File: src/rtl/lsu_pkg.sv
// lsu_pkg: shared LSU op, width, FSM state and exception cause definitions
package lsu_pkg;
  typedef enum logic [1:0] {OP_NONE, OP_LOAD, OP_STORE} mem_op_e;
  typedef enum logic [1:0] {S_IDLE, S_ACCESS, S_WAIT_DATA, S_DONE} lsu_state_e;
  localparam logic [2:0] W_BYTE = 3'd1;
  localparam logic [2:0] W_HALF = 3'd2;
  localparam logic [2:0] W_WORD = 3'd4;
  localparam logic [3:0] CAUSE_LD_MISALIGN = 4'd4;
  localparam logic [3:0] CAUSE_ST_MISALIGN = 4'd6;
endpackage

File: src/rtl/lsu_align_chk.sv
// lsu_align_chk: flags halfword/word accesses not aligned to their natural size
module lsu_align_chk
  import lsu_pkg::*;
(
  input  logic [1:0] addr,
  input  logic [2:0] width,
  output logic       misaligned
);
  assign misaligned = (width == W_HALF && addr[0]) || (width == W_WORD && addr != 2'b00);
endmodule

File: src/rtl/lsu_mem_stage.sv
// lsu_mem_stage: MEM pipeline stage issuing one load/store to the data cache and handing the result to WB
module lsu_mem_stage
  import lsu_pkg::*;
(
  input  logic        clk,
  input  logic        rst_n,
  input  logic        ex_valid,
  output logic        ex_ready,
  input  logic [1:0]  ex_op,
  input  logic [31:0] ex_addr,
  input  logic [2:0]  ex_width,
  input  logic        ex_sign,
  input  logic [31:0] ex_wdata,
  input  logic [4:0]  ex_rd,
  output logic        dc_ren,
  output logic        dc_wen,
  output logic        dc_pipeline_en,
  output logic        dc_rsign,
  output logic [31:0] dc_addr,
  output logic [31:0] dc_wdata,
  output logic [2:0]  dc_rwidth,
  output logic [2:0]  dc_wwidth,
  input  logic [31:0] dc_rdata,
  input  logic        dc_valid,
  output logic        wb_valid,
  input  logic        wb_ready,
  output logic [4:0]  wb_rd,
  output logic [31:0] wb_data,
  output logic        wb_exc,
  output logic [3:0]  wb_cause,
  output logic [31:0] wb_badaddr
);
  lsu_state_e  state;
  mem_op_e     op;
  logic [31:0] addr, wdata;
  logic [2:0]  width;
  logic        sign, mis, acc, is_ld, is_st, is_mem, fault;
  lsu_align_chk u_align (.addr(ex_addr[1:0]), .width(ex_width), .misaligned(mis));
  assign is_ld  = mem_op_e'(ex_op) == OP_LOAD;
  assign is_st  = mem_op_e'(ex_op) == OP_STORE;
  assign is_mem = is_ld || is_st;
  assign fault  = is_mem && mis;
  assign ex_ready = state == S_IDLE || (state == S_DONE && wb_ready);
  assign acc = ex_valid && ex_ready;
  assign dc_pipeline_en = state == S_ACCESS;
  assign dc_ren    = dc_pipeline_en && op == OP_LOAD;
  assign dc_wen    = dc_pipeline_en && op == OP_STORE;
  assign dc_addr   = addr;
  assign dc_wdata  = wdata;
  assign dc_rwidth = width;
  assign dc_wwidth = width;
  assign dc_rsign  = sign;
  // Exception and pass-through results are settled at accept; only load data arrives later.
  always_ff @(posedge clk or negedge rst_n) begin
    if (!rst_n) begin
      state      <= S_IDLE;
      op         <= OP_NONE;
      addr       <= '0;
      wdata      <= '0;
      width      <= '0;
      sign       <= 1'b0;
      wb_valid   <= 1'b0;
      wb_rd      <= '0;
      wb_data    <= '0;
      wb_exc     <= 1'b0;
      wb_cause   <= '0;
      wb_badaddr <= '0;
    end else if (acc) begin
      op         <= mem_op_e'(ex_op);
      addr       <= ex_addr;
      wdata      <= ex_wdata;
      width      <= ex_width;
      sign       <= ex_sign;
      wb_rd      <= ex_rd;
      wb_exc     <= fault;
      wb_cause   <= fault ? (is_ld ? CAUSE_LD_MISALIGN : CAUSE_ST_MISALIGN) : 4'd0;
      wb_badaddr <= fault ? ex_addr : 32'd0;
      wb_data    <= is_mem ? 32'd0 : ex_wdata;
      state      <= is_mem && !mis ? S_ACCESS : S_DONE;
      wb_valid   <= !(is_mem && !mis);
    end else begin
      case (state)
        S_ACCESS: if (dc_valid) begin
          state    <= op == OP_LOAD ? S_WAIT_DATA : S_DONE;
          wb_valid <= op != OP_LOAD;
        end
        S_WAIT_DATA: begin
          wb_data  <= dc_rdata;
          state    <= S_DONE;
          wb_valid <= 1'b1;
        end
        S_DONE: if (wb_ready) begin
          state    <= S_IDLE;
          wb_valid <= 1'b0;
        end
        default: ;
      endcase
    end
  end
endmodule

File: config.mk
export PLATFORM = sky130hd
export DESIGN_NAME = lsu_mem_stage
export DESIGN_NICKNAME = d
export VERILOG_FILES = /design/src/rtl/lsu_pkg.sv /design/src/rtl/lsu_align_chk.sv /design/src/rtl/lsu_mem_stage.sv
export SDC_FILE = /design/constraint.sdc
export NUM_CORES = 1
export LEC_CHECK = 0
export ABC_AREA = 1
export BUFFER_PORTS_ARGS = -buffer_cell sky130_fd_sc_hd__buf_2
export CELL_PAD_IN_SITES_DETAIL_PLACEMENT = 0
export CELL_PAD_IN_SITES_GLOBAL_PLACEMENT = 2
export CORE_MARGIN = 5
export CORE_UTILIZATION = 26
export DETAILED_ROUTE_END_ITERATION = 8
export GPL_TIMING_DRIVEN = 0
export PLACE_DENSITY = 0.8
export SLEW_MARGIN = 20
export SYNTH_ARGS = -nofsm -noshare
export SYNTH_HDL_FRONTEND = slang
export SYNTH_SLANG_ARGS = --single-unit
File: constraint.sdc
create_clock -name clk -period 1.53 [get_ports clk]
set_input_delay 0.153 -clock clk [delete_from_list [all_inputs] [get_ports clk]]
set_output_delay 0.153 -clock clk [all_outputs]
set_load 0.03 [all_outputs]
**Word-level counts from Yosys, hierarchy flattened**

Index checks and enable logic that the tools add are counted.

- Register bits after elaboration: 147
- Latch bits: 0
- Bits in writable memories: 0
- ROM bits: 0
- Input port bits: 112
- Word-level logic and storage cells: 58
- Memories: 0

- Add/sub/neg operators: 0
- $mul: 0
- Div/mod/pow operators: 0
- Order comparisons: 0
- Equality and inequality tests: 12
- Shift operators: 0
- Multiplexer cells: 16
- Bitwise operators: 0
- Reduce and logical (&&, ||, !) cells: 18

Operators by type and width:

| operator | number |
|---|---|
| two-way mux 32 bit | 4 |
| two-way mux 2 bit | 5 |
| equality test 2 bit (second input constant) | 4 |
| logical AND 1 bit | 8 |
| equality test 2 x 1 -> 1 bit (second input constant) | 3 |
| case mux 2 bit (3 select lines) | 1 |
| two-way mux 1 bit | 4 |
| nonzero test 2 bit | 2 |
| nonzero test 4 bit | 1 |
| equality test 3 x 2 -> 1 bit (second input constant) | 1 |
| equality test 3 bit (second input constant) | 1 |
| logical OR 1 bit | 3 |
| two-way mux 3 bit | 1 |
| != test 3 x 1 -> 1 bit (second input constant) | 1 |
| != test 3 bit (second input constant) | 1 |
| case mux 1 bit (3 select lines) | 1 |
| AND reduction 3 bit | 1 |
| logical NOT 1 bit | 2 |
| logical NOT 2 bit | 1 |
| != test 2 x 1 -> 1 bit (second input constant) | 1 |

**Logic depth before layout (Yosys ltp)**

Gate-level depths: netlist of run 1.

- Depth after elaboration: 7
- Gate-level depth with buffers: 9
- Depth with buffers taken out: 8

**Hierarchy**

From an unflattened synthesis of run 1, not the netlist that was laid out.

- Cell total of the unflattened synthesis: 834
- Area, all modules: 6443.7 sq um

By module, submodules not included:

| module | times used | cells each | area an instance (sq um) | sequential area each (sq um) |
|---|---|---|---|---|
| lsu_mem_stage | 1 | 825 | 6406.1 | 3603.5 |
| lsu_align_chk | 1 | 9 | 37.5 | 0.0 |

**Least setup slack after synthesis of run 1**

OpenSTA, ideal clock, no wires.

- Path type: register to register
- Start: register state[1]
- End: register wb_valid
- Library setup time: 0.121 ns
- Data arrival time: 1.471 ns
- Required time: 1.409 ns
- Path slack: -0.062 ns
- Cell stages (with the launch flop): 10
- Buffers on the path: 1
- Period minus slack after synthesis: 1.592 ns
- Cell sequence: dfrtp_1 inv_2 nand2_1 nand2_1 nand2_2 inv_2 buf_2 nand2_1 nor2_1 nor2_1

- Word-level cells in the longest chain between the ends: 6

Ends and longest elaborated chain:

| element | RTL line | text |
|---|---|---|
| start: declaration | lsu_mem_stage.sv:33 | `lsu_state_e state;` |
| start signal: assignment | lsu_mem_stage.sv:79 | `state <= is_mem && !mis ? S_ACCESS : S_DONE;` |
| start signal: assignment | lsu_mem_stage.sv:84 | `state <= op == OP_LOAD ? S_WAIT_DATA : S_DONE;` |
| equality test 2 bit | lsu_mem_stage.sv:43 | `assign ex_ready = state == S_IDLE \|\| (state == S_DONE && wb_ready);` |
| logical AND 1 bit | lsu_mem_stage.sv:43 |  |
| logical OR 1 bit (*) | lsu_mem_stage.sv:43 |  |
| net ex_ready | lsu_mem_stage.sv:8 | `output logic ex_ready,` |
| logical AND 1 bit (*) | lsu_mem_stage.sv:44 | `assign acc = ex_valid && ex_ready;` |
| != test 3 bit (no line), or another cell as far along | -- |  |
| AND reduction 3 bit (no line) | -- |  |
| end signal: assignment | lsu_mem_stage.sv:80 | `wb_valid <= !(is_mem && !mis);` |
| end: declaration | lsu_mem_stage.sv:25 | `output logic wb_valid,` |

Mark *: on every way through the listed nets, which the timed path passes. The rest lies on a longest branch.
A chain may end at the register's enable or synchronous reset.

**Worst setup path in the final report of run 1**

- Start: register state[0]
- End: register wb_data[0]

- Word-level cells in the longest chain between the ends: 5

Ends and longest elaborated chain:

| element | RTL line | text |
|---|---|---|
| equality test 2 bit | lsu_mem_stage.sv:43 |  |
| logical AND 1 bit | lsu_mem_stage.sv:43 |  |
| logical OR 1 bit | lsu_mem_stage.sv:43 |  |
| logical AND 1 bit | lsu_mem_stage.sv:44 |  |
| two-way mux 32 bit / nonzero test 2 bit (equally long branches) | -- |  |
| end signal: assignment | lsu_mem_stage.sv:78 | `wb_data <= is_mem ? 32'd0 : ex_wdata;` |
| end signal: assignment | lsu_mem_stage.sv:88 | `wb_data <= dc_rdata;` |
| end: declaration | lsu_mem_stage.sv:28 | `output logic [31:0] wb_data,` |

Parallel ways exist; a longest one is shown, timed or not.

==> run metrics, run 1 <==
floorplan die width 161 um; Post-synth top cells nand2_1, dfrtp_1, nand3_1, nor2_1, a21oi_1; combinational power share 49.5%; DRT antenna net count 0; Finished Core Util 42.0%; PD cells 2200 nW/um^2; GRT Util Overall 17.7%; CTS root buffer clkbuf_16; Reg clk slew, reported paths 0.07 ns; proportion of layout cells with a drive suffix above 1 36.1%; post-synth cell types 23; asr flop ratio synth 100%; port bufs 259; Mapped Area 5950 sq um; XOR/XNOR Fraction of Synth Area 0%; crit-path max FO 10; Max stage delay cell, worst path dfrtp_1; Max clock buf depth 2; min setup slack post-route 0.0523 ns; Synth top area share 60.6%; Slew Viols, Final 0; cell taking the most area after synthesis dfrtp_1; Post-Place Setup Slack -0.450 ns; hold path start dc_rdata[22]; critical path startpoint state[0]; total congestion overflow 0; Slew HR 51.2%; Tot Pwr 20900 uW; # IOs 262; clk_lat worst skew 0.42 ns; Arr. time, crit path 1.77 ns; Worst Setup End Kind flop; Placement Rows 55; status completed; sequential fraction of design power 29.7%; most numerous cell in the Yosys netlist nand2_1; wire per inst 17.4 um; 1st-pass router iterations 4; R2R Path Start state[0]; Main synth FF type dfrtp_1; Chip Height 161 um; first-pass GRT wire length 35900 um; syn_area_per_cell 8.96 sq um; actual slew at the worst max-slew pin 0.732 ns; total number of vias 5887; final hold vios 0; Post-synth EDFFs 0; initial antenna violation count 4; RSZ-0062 raised after global routing yes; synth warn 0; DRT iter0 DRCs 282; fin crit share 96.6%; CP Class flop to flop; Worst Hold Class input port to flop; post-route design area 9490 sq um; CP cell instances buf_6, buf_12, clkbuf_1, o31ai_1, a21oi_1; setup violators final 0; routability cong. 0.772; largest cells by area after synthesis dfrtp_1, nand2_1, o31ai_1; DR vias/cell 4.44; Mapped Cells 664; core area 22600 sq um; die area 26000 sq um; HPWL Detailed 16500 um; FF+latch count, synth 144; Initial Util 26.3%; Worst EP required 1.82 ns; CTS tree yes; Clock Power Share 20.8%; largest net degree at the start of global routing 88; VDD IR-drop max 0.836 mV; CP max stage delay 0.40 ns; CTS Buf Count 17; # clock sinks 144; DP Area 7650 sq um; Fmax 677 MHz; Net Sw Frac 45.9%; Compound-Gate Fraction of Synth Area 10.3%; vias in the first global route 6200; H-tree level count 4; Leak 0.00498 uW; post-layout min period 1.48 ns; Int Pwr 11300 uW; clk_skew 0.0121 ns; portion of netlist area occupied by mux cells 0%; type of origin of the critical path flop; largest family of logic cells by synthesized area simple AND/OR/NAND/NOR gates; Seq/Total Area, Yosys 60.6%; Post-Synth Simple-Gate Area 23.0%; Net Sw Power 9590 uW; DRC viols 0; Post-Synth Adder-Cell Area 0.210%; Nets 1140; Area Growth Syn to Fin 59.5%; final WL 23200 um; max cap viols 0
## cell type report
type	instances	area, sq um
Antenna cell	2	5.00
Buffer	50	505
Clock buffer	20	457
Clock inverter	12	149
Fill cell	2337	13100
Inverter	15	73.8
Multi-Input combinational cell	456	2120
Sequential cell	144	3600
Tap cell	285	357
Timing Repair Buffer	342	2200
Timing Repair inverter	1	8.76
## power by group through the flow
stage / clock, uW / sequential [uW] / combinational [uW]
floorplan: 0 / 9130 / 3230
global placement: 0 / 6230 / 9310
detailed placement: 0 / 6240 / 9360
CTS: 4470 / 6210 / 9820
global route: 4630 / 6430 / 11200
finish: 4350 / 6200 / 10400
## placed cells by master (no fill, tap or decap), types with 2 or more instances in the layout
master and instances:
diode_2 2, nor2_1 36, buf_2 256, buf_8 2, o21ai_1 22, clkinvlp_4 3
nand2_1 261, a21oi_2 5, inv_6 4, inv_8 2, clkinv_4 3, conb_1 2
buf_12 10, buf_6 18, o31ai_2 7, nand3_2 3, bufinv_16 2, nand2_2 4
clkbuf_2 8, buf_4 16, clkbuf_1 5, dlygate4sd3_1 73, o21ai_0 15, a21oi_1 29
nand2_4 2, dfrtp_1 143, o31ai_1 25, clkbuf_16 19, nand3_1 37, clkbuf_8 2
inv_1 12
## flip-flops by register name, summed over array words and instances (netlist names)
name and flops:
dc_rsign 1, wb_cause 2, op 2, wb_valid 1, wb_data 32, wb_rd 5, dc_wdata 32, wb_badaddr 32
state 2, dc_rwidth 3, dc_addr 32
## per-stage QoR
stage               cells  hold slack [ns]  setup TNS [ns]
floorplan             665           -0.143               0
global placement     1209            0.352         -330.08
detailed placement   1210            0.118          -36.70
CTS                  1319          0.00670               0
global route         1326          0.00388          -0.125
finish               1327           0.0163               0
## final timing paths
path	cells after the start	end	slack, ns
max in group asynchronous	3	state[1]	0.47
setup / recovery	5	wb_data[0]	0.05
setup reg to reg	5	wb_data[0]	0.05
hold / removal	3	wb_data[22]	0.02
min in group asynchronous	2	wb_data[8]	0.26
hold reg to reg	2	dc_wdata[4]	0.47
## cells by family (layout without fill, tap and decap cells)
kind of cell               count (synthesis)  count (layout)
AOI/OAI and AO/OA                        105             105
adders and majority gates                  1               1
buffers and inverters                     65             440
DFF                                      144             144
other                                      1               4
and+or+nand+nor                          348             348
## critical path, delay by kind of cell, from the launching register on
kind / cells / cell delay, ns
AOI/OAI and AO/OA: 2 / 0.43
buffers and inverters: 3 / 0.52
DFF: 1 / 0.40
## what timing repair did
item                                    4_1_cts  5_1_grt
setup buffers                                 4        3
hold buffers                                 73        0
gates cloned                                  0        3
pin swaps                                     2       16
endpoints found under the setup margin      147      145
hold endpoints to repair                    177        0
resized for setup                            31       91
## metal layers
metal	vias to the layer above	wire length [um]	part of all wire [%]	GRT usage [%]
met1	2769	10300	45	22.8
met4	6	265	1.1	5.51
met2	214	10700	46	28.4
met5	-	29	0.13	0
met3	20	1840	7.9	5.89
li1	2878	-	-	-
Power figures use the tool's default switching activity.
==> run 2, diff against run 1 <==
--- a/config.mk
+++ b/config.mk
@@ -10,10 +10,10 @@
 export CELL_PAD_IN_SITES_DETAIL_PLACEMENT = 0
 export CELL_PAD_IN_SITES_GLOBAL_PLACEMENT = 2
 export CORE_MARGIN = 5
-export CORE_UTILIZATION = 26
+export CORE_UTILIZATION = 25
 export DETAILED_ROUTE_END_ITERATION = 8
 export GPL_TIMING_DRIVEN = 0
-export PLACE_DENSITY = 0.8
+export PLACE_DENSITY = 0.78
 export SLEW_MARGIN = 20
 export SYNTH_ARGS = -nofsm -noshare
 export SYNTH_HDL_FRONTEND = slang
==> run metrics, run 2 (synthesis results as in run 1) <==
final hold vios 0; CP Class flop to primary output; clk_lat worst skew 0.43 ns; 1st-pass router iterations 4; VDD IR-drop max 0.903 mV; Worst EP required 1.38 ns; # clock sinks 144; clk_skew 0.0108 ns; Worst Setup End Kind primary output; max cap viols 0; PD cells 2200 nW/um^2; Post-Place Setup Slack -0.508 ns; RSZ-0062 raised after global routing yes; actual slew at the worst max-slew pin 0.648 ns; Area Growth Syn to Fin 60.3%; commonest non-fill, non-tap cell in the layout nand2_1; Chip Height 164 um; reg2reg end dc_wdata[27]; fillers 2480; initial antenna violation count 3; Slew HR 56.8%; Arr. time, crit path 1.34 ns; type of origin of the critical path flop; proportion of layout cells with a drive suffix above 1 36.0%; CTS tree yes; Reg clk slew, reported paths 0.06 ns; most frequent cells in the layout nand2_1, buf_2, dfrtp_1; total congestion overflow 0; HPWL Detailed 16900 um; die area 27000 sq um; min setup slack post-route 0.0341 ns; first-pass GRT wire length 36000 um; port bufs 259; DR vias/cell 4.32; vias in the first global route 6234; post-layout min period 1.50 ns; wire per inst 17.6 um; Max clock buf depth 2; Slew Viols, Final 0; Tot Pwr 21000 uW; Initial Util 25.3%; Fmax 668 MHz; R2R Path Start state[0]; status completed; routability cong. 0.763; R2R setup slack 0.04 ns; CTS root buffer clkbuf_16; setup violators final 0; crit-path max FO 3; # IOs 262; DRT iter0 DRCs 394; floorplan die width 164 um; CTS Buf Count 17; fin crit share 97.8%; Leak 0.00498 uW; H-tree level count 4; Nets 1143; Hold Path Stages 3; GRT Util Overall 17.4%; final WL 24000 um; core area 23500 sq um; DRT antenna net count 0; DRC viols 0; largest net degree at the start of global routing 77; FF-to-FF path depth 9; WHS 0.0122 ns; Worst Hold Class input port to flop; total number of vias 5888; Placement Rows 56; Hold EP dc_rwidth[0]; hold path start ex_width[0]
==> run 2: through the flow <==
step / instance area (sq um) / TNS (ns) / utilization [%] / std cells
6_report: 9530 / 0 / 40.6 / 1364
5_1_grt: 9530 / -1.30 / 40.6 / 1363
4_1_cts: 9150 / -0.00249 / 39.0 / 1353
3_5_place_dp: 7690 / -46.50 / 32.8 / 1244
3_3_place_gp: 7650 / -344.00 / 32.6 / 1243
2_1_floorplan: 5960 / 0 / - / 665
==> run 2: per-layer routing <==
layer,wire [um],share of wire [%],GRT usage (%)
met2,11100,46,28.3
met4,229,0.96,3.77
met5,21,0.088,0
met3,2260,9.4,6.40
met1,10300,43,22.4
==> run 2: critical path: stages, from the launching register on <==
cell	delay, ns
dfrtp_1	0.40
nor4_2	0.29
buf_4	0.22
==> run 2: cell type report <==
| cell class | instances | area (sq um) | share of cell area [%] |
|---|---|---|---|
| clock inverter | 13 | 151 | 1.59 |
| buffer | 50 | 513 | 5.38 |
| sequential | 144 | 3600 | 37.8 |
| multi-input combinational | 456 | 2120 | 22.2 |
| timing repair buffer | 345 | 2220 | 23.3 |
| clock buffer | 19 | 443 | 4.65 |
| tap | 319 | 399 | 4.19 |
| antenna | 2 | 5.00 | 0.0525 |
| timing repair inverter | 1 | 11.3 | 0.118 |
| inverter | 15 | 71.3 | 0.748 |
==> run 2: worst max-delay path by stage <==
stage	start	end	slack (ns)	cells past startpoint
2_1_floorplan	state[1]	wb_valid	0.03	9
3_3_place_gp	rst_n	dc_wdata[14]	-2.09	1
3_5_place_dp	ex_op[1]	wb_badaddr[29]	-0.51	8
4_1_cts	state[1]	dc_ren	-0.002	4
5_1_grt	state[1]	wb_data[24]	-0.05	8
6_report	op[0]	dc_wen	0.03	2
==> run 2: where the power goes <==
part / leakage, uW / internal, uW / total, uW / switching, uW
logic: 0.00289 / 3430 / 10400 / 7010
clock network: 0.000277 / 2480 / 4290 / 1810
registers: 0.00181 / 5360 / 6230 / 870
total: 0.00498 / 11300 / 21000 / 9690
==> run 2: what timing repair did <==
action | 4_1_cts | 5_1_grt
pin swaps | 3 | 17
setup endpoints to repair | 147 | 147
hold endpoints to repair | 185 | 0
buffers inserted | 4 | 5
hold buffers | 73 | 0
cloned | 0 | 4
resized for setup | 37 | 83
